$ cat src/rtl/uart_mm_slave_if.sv
// Bus bundle between the address decoder (master) and the UART window (slave).
// There is no handshake: an access is a single cycle. HSel marks the cycle as
// addressed to this peripheral (read), HSel&WSel marks a write that takes
// effect at the closing clock edge, and HRData is valid combinationally
// within the same cycle. No side takes a ready/stall.
interface uart_mm_slave_if #(
    parameter int DATA_WIDTH = 32
);
    logic                  HSel;
    logic                  WSel;
    logic [DATA_WIDTH-1:0] map_Address;
    logic [DATA_WIDTH-1:0] map_Data;
    logic [DATA_WIDTH-1:0] HRData;

    modport master (
        output HSel,
        output WSel,
        output map_Address,
        output map_Data,
        input  HRData
    );

    modport slave (
        input  HSel,
        input  WSel,
        input  map_Address,
        input  map_Data,
        output HRData
    );
endinterface

$ cat src/rtl/uart_mm_slave.sv
// Memory-mapped 8N1 UART: TX/RX data and status registers behind a one-cycle
// bus. Word 0 TX_DATA, 1 TX_STATUS, 2 RX_DATA, 3 RX_STATUS.
module uart_mm_slave #(
    parameter int DATA_WIDTH = 32,
    parameter int BAUD_DIV   = 434
) (
    input  logic             clk,
    input  logic             rst_n,
    uart_mm_slave_if.slave   bus,
    input  logic             uart_rx,
    output logic             uart_tx,
    output logic [1:0]       tx_fsm_state,
    output logic [1:0]       rx_fsm_state
);

    localparam int CW = $clog2(BAUD_DIV);
    localparam logic [CW-1:0] BIT_LOAD  = CW'(BAUD_DIV - 1);
    localparam logic [CW-1:0] HALF_LOAD = CW'(BAUD_DIV / 2);
    localparam logic [CW-1:0] CNT_ONE   = CW'(1);

    typedef enum logic [1:0] {S_IDLE, S_START, S_DATA, S_STOP} state_t;

    // Bus decode
    logic       wr_en;
    logic [3:0] idx;
    logic       tx_wr;
    logic       tx_stat_wr;
    logic       rx_clr;

    assign wr_en      = bus.HSel & bus.WSel;
    assign idx        = bus.map_Address[3:0];
    assign tx_wr      = wr_en && (idx == 4'd0);
    assign tx_stat_wr = wr_en && (idx == 4'd1);
    assign rx_clr     = wr_en && (idx == 4'd3) && bus.map_Data[0];

    logic unused_bits;
    assign unused_bits = ^{bus.map_Address[DATA_WIDTH-1:4], bus.map_Data[DATA_WIDTH-1:8]};

    // ---------------- Transmitter ----------------
    state_t        tx_state, tx_state_n;
    logic [CW-1:0] tx_cnt, tx_cnt_n;
    logic [7:0]    tx_shift, tx_shift_n;
    logic [2:0]    tx_bit, tx_bit_n;
    logic          tx_ovr, tx_ovr_n;
    logic          tx_busy;

    assign tx_busy = (tx_state != S_IDLE);

    // TX state register
    always_ff @(posedge clk) begin
        if (!rst_n) begin
            tx_state <= S_IDLE;
            tx_cnt   <= '0;
            tx_shift <= '0;
            tx_bit   <= '0;
            tx_ovr   <= 1'b0;
        end else begin
            tx_state <= tx_state_n;
            tx_cnt   <= tx_cnt_n;
            tx_shift <= tx_shift_n;
            tx_bit   <= tx_bit_n;
            tx_ovr   <= tx_ovr_n;
        end
    end

    // TX next state: one bit per BAUD_DIV cycles, counter reloaded per bit
    always_comb begin
        tx_state_n = tx_state;
        tx_cnt_n   = tx_cnt;
        tx_shift_n = tx_shift;
        tx_bit_n   = tx_bit;
        tx_ovr_n   = tx_ovr;
        unique case (tx_state)
            S_IDLE: begin
                if (tx_wr) begin
                    tx_state_n = S_START;
                    tx_cnt_n   = BIT_LOAD;
                    tx_shift_n = bus.map_Data[7:0];
                    tx_bit_n   = '0;
                end
            end
            S_START: begin
                if (tx_cnt == '0) begin
                    tx_state_n = S_DATA;
                    tx_cnt_n   = BIT_LOAD;
                end else begin
                    tx_cnt_n = tx_cnt - CNT_ONE;
                end
            end
            S_DATA: begin
                if (tx_cnt == '0) begin
                    tx_cnt_n   = BIT_LOAD;
                    tx_shift_n = {1'b0, tx_shift[7:1]};
                    if (tx_bit == 3'd7) tx_state_n = S_STOP;
                    else                tx_bit_n   = tx_bit + 3'd1;
                end else begin
                    tx_cnt_n = tx_cnt - CNT_ONE;
                end
            end
            S_STOP: begin
                if (tx_cnt == '0) tx_state_n = S_IDLE;
                else              tx_cnt_n   = tx_cnt - CNT_ONE;
            end
            default: tx_state_n = S_IDLE;
        endcase
        // A data write while busy (including the last STOP cycle) is dropped
        if (tx_stat_wr)          tx_ovr_n = 1'b0;
        else if (tx_wr && tx_busy) tx_ovr_n = 1'b1;
    end

    // Serial line follows the frame position; LSB of shifter is current bit
    always_comb begin
        uart_tx = 1'b1;
        case (tx_state)
            S_START: uart_tx = 1'b0;
            S_DATA:  uart_tx = tx_shift[0];
            default: uart_tx = 1'b1;
        endcase
    end

    // ---------------- Receiver ----------------
    logic          rx_s1, rx_s2;
    state_t        rx_state, rx_state_n;
    logic [CW-1:0] rx_cnt, rx_cnt_n;
    logic [7:0]    rx_shift, rx_shift_n;
    logic [2:0]    rx_bit, rx_bit_n;
    logic [7:0]    rx_data, rx_data_n;
    logic          rx_valid, rx_valid_n;
    logic          frame_err, frame_err_n;
    logic          rx_ovr, rx_ovr_n;
    logic          done_ok;
    logic          done_bad;

    // Two-flop synchronizer for the asynchronous pin, reset to idle-high
    always_ff @(posedge clk) begin
        if (!rst_n) begin
            rx_s1 <= 1'b1;
            rx_s2 <= 1'b1;
        end else begin
            rx_s1 <= uart_rx;
            rx_s2 <= rx_s1;
        end
    end

    // RX state and status registers
    always_ff @(posedge clk) begin
        if (!rst_n) begin
            rx_state  <= S_IDLE;
            rx_cnt    <= '0;
            rx_shift  <= '0;
            rx_bit    <= '0;
            rx_data   <= '0;
            rx_valid  <= 1'b0;
            frame_err <= 1'b0;
            rx_ovr    <= 1'b0;
        end else begin
            rx_state  <= rx_state_n;
            rx_cnt    <= rx_cnt_n;
            rx_shift  <= rx_shift_n;
            rx_bit    <= rx_bit_n;
            rx_data   <= rx_data_n;
            rx_valid  <= rx_valid_n;
            frame_err <= frame_err_n;
            rx_ovr    <= rx_ovr_n;
        end
    end

    // RX next state: half-bit delay to centre, then sample every bit period;
    // a byte completing in the same cycle as a status clear takes priority
    always_comb begin
        rx_state_n  = rx_state;
        rx_cnt_n    = rx_cnt;
        rx_shift_n  = rx_shift;
        rx_bit_n    = rx_bit;
        rx_data_n   = rx_data;
        rx_valid_n  = rx_valid;
        frame_err_n = frame_err;
        rx_ovr_n    = rx_ovr;
        done_ok     = 1'b0;
        done_bad    = 1'b0;
        unique case (rx_state)
            S_IDLE: begin
                if (!rx_s2) begin
                    rx_state_n = S_START;
                    rx_cnt_n   = HALF_LOAD;
                end
            end
            S_START: begin
                if (rx_cnt == '0) begin
                    if (!rx_s2) begin
                        rx_state_n = S_DATA;
                        rx_cnt_n   = BIT_LOAD;
                        rx_bit_n   = '0;
                    end else begin
                        rx_state_n = S_IDLE;
                    end
                end else begin
                    rx_cnt_n = rx_cnt - CNT_ONE;
                end
            end
            S_DATA: begin
                if (rx_cnt == '0) begin
                    rx_shift_n = {rx_s2, rx_shift[7:1]};
                    rx_cnt_n   = BIT_LOAD;
                    if (rx_bit == 3'd7) rx_state_n = S_STOP;
                    else                rx_bit_n   = rx_bit + 3'd1;
                end else begin
                    rx_cnt_n = rx_cnt - CNT_ONE;
                end
            end
            S_STOP: begin
                if (rx_cnt == '0) begin
                    rx_state_n = S_IDLE;
                    done_ok    = rx_s2;
                    done_bad   = !rx_s2;
                end else begin
                    rx_cnt_n = rx_cnt - CNT_ONE;
                end
            end
            default: rx_state_n = S_IDLE;
        endcase
        if (rx_clr) begin
            rx_valid_n  = 1'b0;
            frame_err_n = 1'b0;
            rx_ovr_n    = 1'b0;
        end
        if (done_ok) begin
            rx_data_n  = rx_shift;
            rx_valid_n = 1'b1;
            if (rx_valid && !rx_clr) rx_ovr_n = 1'b1;
        end
        if (done_bad) frame_err_n = 1'b1;
    end

    // ---------------- Read mux ----------------
    logic [DATA_WIDTH-1:0] rd_data;

    // Combinational read of the addressed register, zero when not selected
    always_comb begin
        rd_data = '0;
        if (bus.HSel) begin
            case (idx)
                4'd1:    rd_data[1:0] = {tx_ovr, tx_busy};
                4'd2:    rd_data[7:0] = rx_data;
                4'd3:    rd_data[2:0] = {rx_ovr, frame_err, rx_valid};
                default: rd_data = '0;
            endcase
        end
    end

    assign bus.HRData   = rd_data;
    assign tx_fsm_state = tx_state;
    assign rx_fsm_state = rx_state;

endmodule

$ cat src/flat_wrapper.sv
// flat-port wrapper written by rule: the top's interface ports become plain ports
module uart_mm_slave_flat 
#(
    parameter int DATA_WIDTH = 32,
    parameter int BAUD_DIV   = 434
)
  (clk, rst_n, uart_rx, uart_tx, tx_fsm_state, rx_fsm_state, bus_HSel, bus_WSel, bus_map_Address, bus_map_Data, bus_HRData);
  uart_mm_slave_if #(.DATA_WIDTH(DATA_WIDTH)) bus_i ();
  input  logic clk;
  input  logic rst_n;
  input  logic uart_rx;
  output logic uart_tx;
  output logic [1:0] tx_fsm_state;
  output logic [1:0] rx_fsm_state;
  input wire logic [$bits(bus_i.HSel)-1:0] bus_HSel;
  input wire logic [$bits(bus_i.WSel)-1:0] bus_WSel;
  input wire logic [$bits(bus_i.map_Address)-1:0] bus_map_Address;
  input wire logic [$bits(bus_i.map_Data)-1:0] bus_map_Data;
  output wire logic [$bits(bus_i.HRData)-1:0] bus_HRData;
  assign bus_i.HSel = bus_HSel;
  assign bus_i.WSel = bus_WSel;
  assign bus_i.map_Address = bus_map_Address;
  assign bus_i.map_Data = bus_map_Data;
  assign bus_HRData = bus_i.HRData;
  uart_mm_slave #(.DATA_WIDTH(DATA_WIDTH), .BAUD_DIV(BAUD_DIV)) u_core (.clk(clk), .rst_n(rst_n), .bus(bus_i), .uart_rx(uart_rx), .uart_tx(uart_tx), .tx_fsm_state(tx_fsm_state), .rx_fsm_state(rx_fsm_state));
endmodule
$ cat config.mk
export PLATFORM = sky130hd
export DESIGN_NAME = uart_mm_slave_flat
export DESIGN_NICKNAME = d
export VERILOG_FILES = /design/src/rtl/uart_mm_slave_if.sv /design/src/rtl/uart_mm_slave.sv /design/src/flat_wrapper.sv
export SDC_FILE = /design/constraint.sdc
export NUM_CORES = 1
export LEC_CHECK = 0
export ABC_CLOCK_PERIOD_IN_PS = 2300
export CAP_MARGIN = 20
export CORE_UTILIZATION = 40
export CTS_CLUSTER_DIAMETER = 200
export DETAILED_ROUTE_END_ITERATION = 10
export GPL_TIMING_DRIVEN = 0
export PLACE_DENSITY = 0.73
export SYNTH_ARGS = -nofsm -noshare
export SYNTH_HDL_FRONTEND = slang
export SYNTH_SLANG_ARGS = --single-unit
$ cat constraint.sdc
create_clock -name clk -period 2.3 [get_ports clk]
set_clock_uncertainty 0.2 [all_clocks]
set_input_delay 0.345 -clock clk [delete_from_list [all_inputs] [get_ports clk]]
set_output_delay 0.345 -clock clk [all_outputs]
set_load 0.01 [all_outputs]
==> results of run 1 <==
## power breakdown
part           internal, mW  switching [mW]
Combinational         0.500           0.758
Clock                 0.717           0.452
Sequential             1.10          0.0939
## kinds of logic after synthesis
kind of cell,Yosys count
other,1
AO/OA/AOI/OAI,118
buffers and inverters,65
AND/OR/NAND/NOR,117
flip-flops,58
multiplexers,23
adder cells (fa/ha/maj),15
## worst max-delay path: cells and delay by family, from the launching register on
| family | cells | cell delay (ns) |
|---|---|---|
| buf+inv | 2 | 0.22 |
| flops | 1 | 0.35 |
| simple gates | 2 | 0.84 |
| fa+ha+maj | 1 | 0.14 |
| compound gates | 2 | 0.43 |
## layout by cell type, fill, tap and decap left out, drive strengths merged, types with 5 or more instances in the layout
| cell | count |
|---|---|
| a21oi | 29 |
| a31oi | 11 |
| and2 | 8 |
| buf | 43 |
| clkbuf | 25 |
| clkdlybuf4s50 | 16 |
| conb | 24 |
| dfxtp | 58 |
| ha | 15 |
| inv | 19 |
| mux2i | 21 |
| nand2 | 21 |
| nand3 | 17 |
| nor2 | 30 |
| nor3 | 7 |
| nor4 | 5 |
| o211ai | 5 |
| o21ai | 14 |
| o311ai | 7 |
| o31a | 5 |
| o31ai | 5 |
| o41ai | 12 |
## registers in the layout, indices dropped and copies added (netlist names), 2 cells and up, named ones only
name and cells:
u_core.tx_cnt 9, u_core.rx_data 8, u_core.tx_bit 3, u_core.rx_cnt 9
u_core.tx_shift 8, u_core.rx_shift 8, u_core.tx_fsm_state 2, u_core.rx_bit 3
## per-layer routing
metal	wire, µm	global-route usage [%]	vias up	part of all wire (%)
li1	-	-	1566	-
met1	3660	23.3	1552	42
met2	4310	35.5	139	49
met3	561	4.94	21	6.4
met4	180	10.4	0	2.1
met5	0	0	-	0
## how the worst max path moves through the flow
stage / from / to / slack [ns] / depth (start not counted)
finish: u_core.rx_cnt[1] / register / 0.05 / 7
global route: u_core.rx_cnt[0] / register / -0.02 / 7
CTS: bus_map_Address[2] / bus_HRData[5] / -0.07 / 6
detailed placement: bus_HSel / bus_HRData[4] / -0.63 / 6
global placement: bus_HSel / bus_HRData[4] / -0.61 / 6
floorplan: u_core.rx_cnt[0] / register / 0.09 / 7
## layout make-up
| class | instances | area share (%) |
|---|---|---|
| clock inverters | 7 | 2.71 |
| clock buffers | 9 | 2.85 |
| multi-input cells | 297 | 48.8 |
| inverters | 19 | 1.64 |
| plain buffers | 45 | 6.82 |
| well taps | 105 | 3.02 |
| flip-flops and latches | 58 | 26.9 |
| repair buffers | 35 | 7.26 |
## through the flow
step	utilization, %	hold slack, ns	area (µm²)	setup TNS (ns)	setup slack [ns]
6_report	52.9	0.211	4350	0	0.0500
5_1_grt	52.9	0.230	4350	-0.0364	-0.0219
4_1_cts	51.5	0.221	4230	-0.0730	-0.0730
3_5_place_dp	47.4	0.201	3890	-12.09	-0.633
3_3_place_gp	47.4	0.190	3890	-11.19	-0.611
2_1_floorplan	-	0.186	3480	0	0.0889
## what timing repair did
item                                    CTS  global route
pin swaps                                 9             5
resized for setup                        52            40
gates cloned                              0             1
setup buffers                             4             2
endpoints found under the setup margin   50            46
==> summary.md, run 1 <==
| Metric | Value |
|---|---|
| Status | `finished, final reports clean` |
| Synth async-reset ratio | `0%` |
| Synth Warn # | `0` |
| Grt total ovfl | `0` |
| Clock sinks | `58` |
| GP Congestion | `0.858` |
| Final Total Pwr | `3.61 mW` |
| Number of max-cap violations | `0` |
| Crit path max-delay cell type | `or4b_1` |
| Maximum VDD drop | `0.464 mV` |
| PD cells | `832 nW/µm²` |
| Top-level port count | `106` |
| # fillers | `749` |
| Period utilization | `97.8%` |
| Worst relative slew slack | `36.7%` |
| Pin count of the biggest net entering global routing | `12` |
| Layout area overhead | `28.1%` |
| Synth Instances | `397` |
| Sequential element share of the synthesized area | `34.2%` |
| Final Setup Violations | `0` |
| Avg Vias per Cell | `5.70` |
| TritonCTS buffer count | `9` |
| Compound-gate portion of the synthesized area | `25.1%` |
| Hold Vio Cnt, Final | `0` |
| DRT iter0 DRCs | `204` |
| Layout Nets | `549` |
| WP data arrival | `2.33 ns` |
| Post-synth top area share | `34.2%` |
| Fin crit period | `2.25 ns` |
| Yosys reg bits | `58` |
| Leakage power | `1.71 nW` |
| Input/output buffers | `28` |
| Crit. End Element | `register` |
| Area contributors post-synth | `dfxtp_1 (34%), mux2i_1 (6.2%), ha_1 (5.5%), buf_4 (5.3%), a21oi_1 (4.3%)` |
| Origin of the critical flop-to-flop path | `u_core.rx_cnt[1]` |
| Main combinational cell family by area after synthesis | `compound AO/OA/AOI/OAI gates` |
| Die H | `94.1 µm` |
| Max FO, Critical Path | `9` |
| Die footprint | `8860 µm²` |
| CTS max path bufs | `2` |
| Diodes inserted | `0` |
| Drt total wl | `8.72 mm` |
| Std-Cell Rows | `33` |
| Clock Latency Late Sink | `0.35 ns` |
| Worst path required time | `2.38 ns` |
| Max-slew violation count | `0` |
| Mapped Area | `3390 µm²` |
| Worst Min Path Start | `u_core.rx_s1` |
| Avg WL per Cell | `15.2 µm` |
| Crit Path Category | `register to register` |
| Multiplexer share of the synthesized area | `6.86%` |
| Share of cells above drive strength 1 | `22.6%` |
| Hold WC Path Type | `register to register` |
| Antenna violations before repair | `0` |
| Non-filler instance count after layout | `575` |
| Core area | `8220 µm²` |
| Adder-Cell Fraction of Synth Area | `5.53%` |
| Reg area | `1170 µm²` |
| Fmax | `444 MHz` |
| Starting Density | `41.3%` |
| Vias in the first global route | `3049` |
| Count leader, synth | `dfxtp_1` |
| HPWL Detailed | `5.97 mm` |
| Reg clk slew, reported paths | `0.07 ns` |
| RSZ-0062 raised after global routing | `true` |
| Worst-path cell chain | `inv_2 > ha_4 > or3b_1 > buf_6 > o32a_1 > or4b_1 > a21oi_2` |
| CTS tree | `done` |
| Die X-Extent | `94.1 µm` |
| Critical path startpoint category | `register` |
| Unique cell type count in the Yosys netlist | `54` |
| Remaining antenna violation count | `0` |
| Placed cell count | `553` |
| DRC Markers | `0` |
| Worst path max stage delay | `0.49 ns` |
| Post-Synth XOR/XNOR Area | `0%` |
| GRT Util Overall | `20.5%` |
| Hold Path End | `u_core.rx_s2` |
| Top FF cell, synth | `dfxtp_1` |
| Root Buffer Master | `clkbuf_8` |
| H-tree levels | `3` |
| CTS Hold Bufs | `0` |
| Hold depth | `1` |
| Routed vias | `3278` |
| Synth cell count leaders | `dfxtp_1 (58), nor2_1 (30), a21oi_1 (29)` |
| Number of flops mapped to enable cells by yosys | `0` |
| Worst-margin pin slew | `0.941 ns` |
| Initial DRT Pass Iterations | `5` |
| Area occupied by multi-input gates | `2120 µm²` |
| Worst R2R Path Depth | `7` |
| Syn_area_per_cell | `8.55 µm²` |
| First-pass GRT wire length | `14.1 mm` |
| Largest area contributor in the synthesized netlist | `dfxtp_1` |
| Simple-gate share of the synthesized area | `18.0%` |
| R2R setup slack | `0.05 ns` |
Power figures use the tool's default switching activity.
==> run 2: changes to the inputs <==
- CELL_PAD_IN_SITES_DETAIL_PLACEMENT: default -> 0
- CELL_PAD_IN_SITES_GLOBAL_PLACEMENT: default -> 1
- CORE_UTILIZATION: 40 -> 31
- CTS_CLUSTER_DIAMETER: 200 -> 40
- GPL_ROUTABILITY_DRIVEN: default -> 0
- PLACE_DENSITY: 0.73 -> default
- PLACE_DENSITY_LB_ADDON: default -> 0.1
==> run 2 against run 1 <==
Sequential cell count unchanged. Total power shrank 1.6%. Routed wire length up 8.8%. Critical path depth did not move. Count of clock-buffer cells in the layout is 1 higher. Fmax fell by 1.1%. Sequential share of layout area fell by 0.18 points. Utilization fell by 11 points. First-iteration DRC count shrank 31%. Combinational power is 3% higher. Highest routed layer unchanged.
==> summary.md, run 2 (synthesized netlist as in run 1, its figures left out) <==
| Metric | Value |
|---|---|
| PD cells | `814 nW/µm² (-2.1%)` |
| First-pass GRT wire length | `15.4 mm (+8.9%)` |
| Worst-path cell chain | `inv_2 > ha_4 > or3b_1 > buf_6 > nor3_2 > a221oi_1 > a311oi_1` |
| Most frequent cells in the layout | `dfxtp_1 (55), buf_4 (33), nor2_1 (30), a21oi_1 (28), conb_1 (24)` |
| Most common cell after layout, fill and taps aside | `dfxtp_1` |
| Diodes inserted | `0 (unchanged)` |
| Die footprint | `11400 µm² (+28%)` |
| Grt total ovfl | `0 (unchanged)` |
| Share of cells above drive strength 1 | `21.6% (-0.99 points)` |
| Non-filler instance count after layout | `609 (+5.9%)` |
| Critical path startpoint category | `register` |
| Stages on the worst setup path | `7 (unchanged)` |
| HPWL Detailed | `6.49 mm (+8.7%)` |
| Met3 GRT Util | `3.89% (-1.0 points)` |
| DRT iter0 DRCs | `140 (-31%)` |
| Gr busiest metal | `met2` |
| Worst slack, placed | `-0.642 ns (-0.00902 ns)` |
| Avg Vias per Cell | `5.20 (-8.8%)` |
| CTS max path bufs | `2 (unchanged)` |
| Crit-path leading delay family | `simple AND/OR/NAND/NOR gates` |
| Fin crit period | `2.27 ns (+0.0239 ns)` |
| Buffers plus inverters on the worst setup path | `2 (unchanged)` |
| Drt total wl | `9.49 mm (+8.8%)` |
| DRC Markers | `0 (unchanged)` |
| Worst-margin pin slew | `0.754 ns (-0.187 ns)` |
| Layout area overhead | `28.8%` |
| Period utilization | `98.9% (+1.0 points)` |
| Worst relative slew slack | `49.2% (+13 points)` |
| Antenna violations before repair | `0 (unchanged)` |
| Leakage power | `1.71 nW (+0.14%)` |
| Remaining antenna violation count | `0 (unchanged)` |
| Worst path max stage delay | `0.42 ns (-0.07 ns)` |
| Worst path required time | `2.34 ns (-0.04 ns)` |
| Die H | `107 µm (+13%)` |
| Clock share of power | `29.9% (-2.4 points)` |
| H-tree levels | `3 (unchanged)` |
| Met2 usage | `29.1% (-6.4 points)` |
| Design Area, Final | `4370 µm² (+0.58%)` |
| Crit Path Category | `register to register` |
| Placed cell count | `584 (+5.6%)` |
| Maximum VDD drop | `0.334 mV (-28%)` |
| Crit path from | `u_core.rx_cnt[1]` |
| Routed vias | `3168 (-3.4%)` |
| Input/output buffers | `28 (unchanged)` |
| Initial DRT Pass Iterations | `4 (-1)` |
| Sw power | `1.31 mW (+0.25%)` |
| WP data arrival | `2.31 ns (-0.02 ns)` |
| Starting Density | `32.4% (-8.9 points)` |
| Hold depth | `1 (unchanged)` |
| Met1 Use GR | `21.9% (-1.4 points)` |
| Hold WC Path Type | `register to register` |
| Largest regs | `u_core.rx_cnt (9), u_core.tx_cnt (9)` |
| Pint | `2.25 mW (-2.6%)` |
| Reg clk slew, reported paths | `0.07 ns (about the same)` |
| DP Area | `3930 µm² (+1.0%)` |
| Pin count of the biggest net entering global routing | `11 (-1)` |
| Layout Nets | `552 (+0.55%)` |
| Number of max-cap violations | `0 (unchanged)` |
| Origin of the critical flop-to-flop path | `u_core.rx_cnt[1]` |
| Status | `finished, final reports clean` |
| CTS tree | `done` |
| Hold Vio Cnt, Final | `0 (unchanged)` |
| Root Buffer Master | `clkbuf_8` |
| GRT Util Overall | `17.4% (-3.1 points)` |
| Avg WL per Cell | `15.6 µm (+2.7%)` |
| Die X-Extent | `107 µm (+13%)` |
| Flop pwr share | `33.4% (+0.5 points)` |
| Crit path max-delay cell type | `nor3_2` |
| RSZ-0062 raised after global routing | `true` |
| Worst R2R Path Depth | `7 (unchanged)` |
| Clock sinks | `58 (unchanged)` |
| Worst Min Path Start | `u_core.rx_s1` |
| Comb power frac | `36.7% (+1.9 points)` |
| Clock Latency Late Sink | `0.35 ns (about the same)` |
| Vias in the first global route | `3000 (-1.6%)` |
| Sw Share | `36.7% (+0.67 points)` |
| TritonCTS buffer count | `9 (unchanged)` |
| Max FO, Critical Path | `8 (-1)` |
| Final Total Pwr | `3.56 mW (-1.6%)` |
| Max-slew violation count | `0 (unchanged)` |
| Crit. End Element | `register` |
| Worst Slack Setup Final | `0.0261 ns (-0.0239 ns)` |
| Final Util | `41.8% (-11 points)` |
| Final Setup Violations | `0 (unchanged)` |
| Fmax | `440 MHz (-1.1%)` |
| Std-Cell Rows | `37 (+12%)` |
| Top-level port count | `106 (unchanged)` |
| Core area | `10500 µm² (+27%)` |
| Setup TNS | `0 ns (unchanged)` |
| Hold slack | `0.206 ns (-0.00505 ns)` |
run 2: final cells by class:
cell class | count | area, µm²
plain buffers | 45 | 300
clock buffers | 10 | 138
clock inverters | 6 | 80.1
fillers | 1118 | 6090
inverters | 19 | 76.3
multi-input cells | 297 | 2110
flip-flops and latches | 58 | 1170
well taps | 136 | 170
repair buffers | 38 | 328
run 2: power by group through the flow:
stage          clock [mW]  combinational (mW)  sequential, mW
2_1_floorplan           0               0.790            1.18
3_3_place_gp            0                1.12            1.19
3_5_place_dp            0                1.11            1.19
4_1_cts              1.10                1.24            1.18
5_1_grt              1.14                1.42            1.20
6_report             1.06                1.30            1.19
run 2: what timing repair did:
action | in CTS | in global routing
resized for setup | 48 | 34
cloned | 1 | 0
setup endpoints to repair | 57 | 45
pin swaps | 5 | 9
hold buffers | 0 | 0
buffers inserted | 7 | 2
run 2: final timing paths:
kind | endpoint | slack (ns)
hold / removal | u_core.rx_s2 | 0.21
setup / recovery | u_core.rx_fsm_state[0] | 0.03
setup reg to reg | u_core.rx_fsm_state[0] | 0.03
hold reg to reg | u_core.rx_s2 | 0.21
run 2: worst reg2reg max path: cells and delay by family, from the launching register on:
family                   cells  cell delay [ns]
adder cells (fa/ha/maj)      1             0.12
buffers and inverters        2             0.23
AND/OR/NAND/NOR              2             0.78
flip-flops                   1             0.35
AO/OA/AOI/OAI                2             0.49
run 2: per-layer routing:
layer | vias to the layer above | routed length, µm
met1 | 1506 | 4530
met4 | 0 | 140
met3 | 11 | 379
met5 | - | 0
met2 | 69 | 4440
li1 | 1582 | -
